--- src/rtl/paralleltoserial_pkg.sv ---
// Constants shared by the serializer and its matching deserializer:
// idle/sync character, preamble length and the FSM state encoding.
package paralleltoserial_pkg;

  localparam logic [7:0] COMMA_DEFAULT      = 8'hBC;
  localparam int         SYNC_COUNT_DEFAULT = 4;

  typedef enum logic {
    SYNC   = 1'b0,
    ACTIVE = 1'b1
  } state_t;

endpackage

--- src/rtl/paralleltoserial.sv ---
// Byte-to-bit serializer. It sends a COMMA preamble after reset, then sends bytes
// MSB first, back-to-back. COMMA fills every slot that has no valid byte.
module paralleltoserial
  import paralleltoserial_pkg::*;
#(
  parameter logic [7:0] COMMA      = COMMA_DEFAULT,
  parameter int          SYNC_COUNT = SYNC_COUNT_DEFAULT
) (
  input  logic       clk_8f,
  input  logic       reset_L,
  input  logic [7:0] data_in,
  input  logic       valid_in,
  output logic       data_ready,
  output logic       data_out,
  output logic       active_out
);

  localparam logic [2:0] LAST_SYNC = 3'(SYNC_COUNT - 1);

  state_t      state;
  state_t      next_state;
  logic [2:0]  bit_cnt;
  logic [2:0]  sync_cnt;
  logic [6:0]  shift;
  logic        load;
  logic [7:0]  load_byte;

  always_ff @(posedge clk_8f) begin
    if (!reset_L) state <= SYNC;
    else          state <= next_state;
  end

  always_comb begin
    next_state = state;
    load_byte  = COMMA;
    load       = (bit_cnt == 3'd7);
    data_ready = load && (state == ACTIVE);
    case (state)
      SYNC: begin
        if (load && (sync_cnt == LAST_SYNC)) next_state = ACTIVE;
      end
      ACTIVE: begin
        if (valid_in) load_byte = data_in;
      end
    endcase
  end

  // The MSB goes straight to data_out at the load edge. Only the remaining seven bits are kept to shift out.
  always_ff @(posedge clk_8f) begin
    if (!reset_L) begin
      bit_cnt    <= 3'd7;
      sync_cnt   <= 3'd0;
      shift      <= 7'd0;
      data_out   <= 1'b0;
      active_out <= 1'b0;
    end else begin
      bit_cnt    <= bit_cnt + 3'd1;
      active_out <= (next_state == ACTIVE);
      if (load) begin
        data_out <= load_byte[7];
        shift    <= load_byte[6:0];
        if (state == SYNC) sync_cnt <= sync_cnt + 3'd1;
      end else begin
        data_out <= shift[6];
        shift    <= {shift[5:0], 1'b0};
      end
    end
  end

endmodule

--- config.mk ---
export PLATFORM = sky130hd
export DESIGN_NAME = paralleltoserial
export DESIGN_NICKNAME = d
export VERILOG_FILES = /design/src/rtl/paralleltoserial_pkg.sv /design/src/rtl/paralleltoserial.sv
export SDC_FILE = /design/constraint.sdc
export NUM_CORES = 1
export LEC_CHECK = 0
export CORE_MARGIN = 1
export CORE_UTILIZATION = 35
export CTS_CLUSTER_SIZE = 8
export DETAILED_ROUTE_END_ITERATION = 16
export DONT_BUFFER_PORTS = 1
export PLACE_DENSITY_LB_ADDON = 0.05
export SLEW_MARGIN = 30
export SYNTH_ARGS = -nofsm -noshare
export SYNTH_HDL_FRONTEND = slang
export SYNTH_SLANG_ARGS = --single-unit
--- constraint.sdc ---
create_clock -name clk_8f -period 2.1 [get_ports clk_8f]
set_input_delay 0.21 -clock clk_8f [delete_from_list [all_inputs] [get_ports clk_8f]]
set_output_delay 0.21 -clock clk_8f [all_outputs]
set_load 0.03 [all_outputs]
==> results.txt <==
----------------------------------------------------
[Timing]
  Setup-failing EPs final ... 0
  Worst-margin pin slew ... 0.414 ns
  Largest clock skew in the final design ... 0.00280 ns
  Max_slew headroom ... 0.723
  Maximum clock frequency ... 637 MHz
  Hold violation count in the final report ... 0
  Period Utilization, post-route ... 0.748
  Total Negative Setup Slacks ... 0 ns
  Slew Viols, Final ... 0
  Setup repair after global routing missed its margin ... no
  Final min period ... 1.57 ns

[Layout]
  Area added between synthesis and finish ... 7.26%
  Ant. Diodes ... 0
  Highest-count cells in the layout ignoring fill and taps ... sky130_fd_sc_hd__dfxtp_1 (15), sky130_fd_sc_hd__nor2_1 (6), sky130_fd_sc_hd__a21oi_1 (6)
  Final net count ... 81
  Final Util ... 0.407
  Final standard cell area without fillers ... 628 µm²
  Layout cells sized above 1 ... 0.0769
  Number of fillers in the final layout ... 170
  Leading cell type in the layout, fill and taps excluded ... sky130_fd_sc_hd__dfxtp_1

[Global routing]
  First-pass GRT wire length ... 1.61 mm
  GR Overflow Total ... 0
  Number of antenna violations at the first check in global routing ... 0
  Total track usage ... 0.128
  Largest net degree at the start of global routing ... 14
  Number of global-route vias before repair ... 385

[Synth]
  Net count after synthesis ... 77
  Cell count after synthesis ... 62
  Average cell area after synthesis ... 9.44 µm²
  Count of synthesis-stage warnings from yosys ... 0
  Sequential area share after synthesis ... 0.513
  Flop and latch count out of synthesis ... 15
  Synth unique cells ... 18
  Post-Synthesis Cell Area ... 586 µm²

[Critical path]
  Arrival time of the worst setup path ... 1.36 ns
  Element type at the critical path start ... flip-flop
  Critical path buffer and inverter count ... 0
  Critical path's largest stage delay ... 0.35 ns
  Kind of critical path ... reg -> out
  Top fanout value on the critical path ... 6
  Critical path, cell by cell ... ha_1 -> ha_1 -> and2_1
  Data required time of the critical path ... 1.89 ns
  Element type at the critical path end ... output port
  Critical path's most frequent cell ... sky130_fd_sc_hd__ha_1
  CP max stage cell ... sky130_fd_sc_hd__dfxtp_1
  Critical path's top delay family ... adder cells

[Placement]
  Routability Congestion ... 0.678
  Port bufs ... 0
  DP Wirelength ... 639 µm
  Instance area at placement ... 592 µm²

[Drt]
  Routed metal-1 wire length ... 494 µm
  Wire length reported by the detailed router ... 941 µm
  DRC violations left ... 0
  Routed length on met2 ... 358 µm
  Met3 Routed Length ... 69 µm
  Final antenna-violating net count ... 0
  Number of vias after detailed routing ... 380
  Number of optimization iterations in the first detailed-route pass ... 3
  Detailed Route Iter0 Violations ... 3
  Number of vias per cell ... 4.69
  Highest routed metal layer ... met4
  Detail-routed net length per standard cell ... 11.6 µm

[Worst hold path]
  Tightest Hold Check Type ... in -> reg

[Flow run]
  Max_cap viols ... 0

[CTS]
  H-tree Lvls ... 1
  Worst-case clock buffer depth ... 2
  Clock latency on the worst-skew pair ... 0.28 ns
  Quantity of gates resized following cts ... 0
  Total clock buffers created by CTS ... 3
  Clock sink count ... 15
  Clock-pin slew reported for the worst setup and hold paths after clock tree synthesis ... 0.09 ns
  TritonCTS clock tree ... done
  Root buf cell ... sky130_fd_sc_hd__clkbuf_4

[Floorplan]
  Width of the chip ... 42.9 µm
  Initial Utilization ... 0.380
  Die outline height ... 42.9 µm
  Number of top-level pins ... 14
  Die ar. ... 1840 µm²
  Placement row count ... 14
  Area of the core ... 1540 µm²

[Power]
  Power density over the cells ... 938 nW/µm²
  Leakage ... 0.271 nW
  VDD IR-drop max ... 422 µV

[Run status]
  Run status ... complete, no violations

----------------------------------------------------
## cell type report
cell class | instances | area, µm² | share of cell area
Clock buffer | 4 | 26.3 | 0.0418
Inverter | 3 | 11.3 | 0.0179
Multi-Input combinational cell | 41 | 253 | 0.402
Sequential cell | 15 | 300 | 0.478
Tap cell | 16 | 20.0 | 0.0319
Timing Repair Buffer | 2 | 17.5 | 0.0279
## what timing repair did
action,CTS,global route
setup buffers,0,0
hold buffers,1,0
endpoints found under the hold margin,3,0
## sequential cells by signal (all words and copies together), names as in the netlist
| register | count |
|---|---|
| sync_cnt | 3 |
| data_out | 1 |
| shift | 7 |
| bit_cnt | 3 |
| active_out | 1 |
## worst reg2reg max path: cells and delay by family, from the launching register on
family | cells | cell delay, ns
adder cells (fa/ha/maj) | 2 | 0.43
flip-flops | 1 | 0.32
AND/OR/NAND/NOR | 2 | 0.22
buffers and inverters | 1 | 0.20
AO/OA/AOI/OAI | 1 | 0.06
## cell usage after synthesis
cell                       number  share of area
sky130_fd_sc_hd__a21oi_1        6          0.051
sky130_fd_sc_hd__and2_1         4          0.043
sky130_fd_sc_hd__and2b_4        1          0.017
sky130_fd_sc_hd__buf_2          2          0.017
sky130_fd_sc_hd__buf_6          1          0.019
sky130_fd_sc_hd__dfxtp_1       15           0.51
sky130_fd_sc_hd__ha_1           4          0.085
sky130_fd_sc_hd__inv_1          3          0.019
sky130_fd_sc_hd__mux2i_1        1          0.017
sky130_fd_sc_hd__nand2_1        5          0.032
sky130_fd_sc_hd__nand2b_1       2          0.021
sky130_fd_sc_hd__nand3_1        1         0.0085
sky130_fd_sc_hd__nor2_1         6          0.038
sky130_fd_sc_hd__nor2b_1        2          0.021
sky130_fd_sc_hd__o211a_1        1          0.017
sky130_fd_sc_hd__o21ai_0        5          0.043
sky130_fd_sc_hd__o22ai_1        2          0.021
sky130_fd_sc_hd__xor2_1         1          0.015
## routing by layer
metal,global-route usage,vias to the layer above
met4,0.0750,0
li1,-,209
met5,0,-
met3,0.0851,2
met2,0.182,11
met1,0.139,158
## final timing paths
path | endpoint | start | depth (start not counted) | slack [ns]
min reg2reg | bit_cnt[0] | bit_cnt[0] | 1 | 0.40
max | data_ready | bit_cnt[0] | 3 | 0.53
min | shift[6] | reset_L | 1 | 0.05
max reg2reg | shift[1] | bit_cnt[0] | 6 | 0.76
## report_power, final
group / switching, mW / total [mW] / internal, mW
combinational: 0.0427 / 0.0886 / 0.0459
sequential: 0.0188 / 0.336 / 0.317
clock: 0.0904 / 0.164 / 0.0737
## logic make-up after synthesis
group | share of synthesized area
DFF | 0.513
buffers and inverters | 0.0556
AOI/OAI and AO/OA | 0.132
xor gates and xnor gates | 0.0150
muxes | 0.0171
adders and majority gates | 0.0855
and+or+nand+nor | 0.182
## through the flow
step / hold slack, ns / setup slack [ns] / power (mW) / cells
global placement: 0.287 / 0.803 / 0.432 / 76
finish: 0.0458 / 0.530 / 0.589 / 81
detailed placement: 0.289 / 0.768 / 0.431 / 76
global route: 0.0236 / 0.391 / 0.631 / 81
CTS: 0.0307 / 0.495 / 0.604 / 81
floorplan: 0.283 / 0.716 / 0.422 / 62
(Power assumes the default switching activity.)
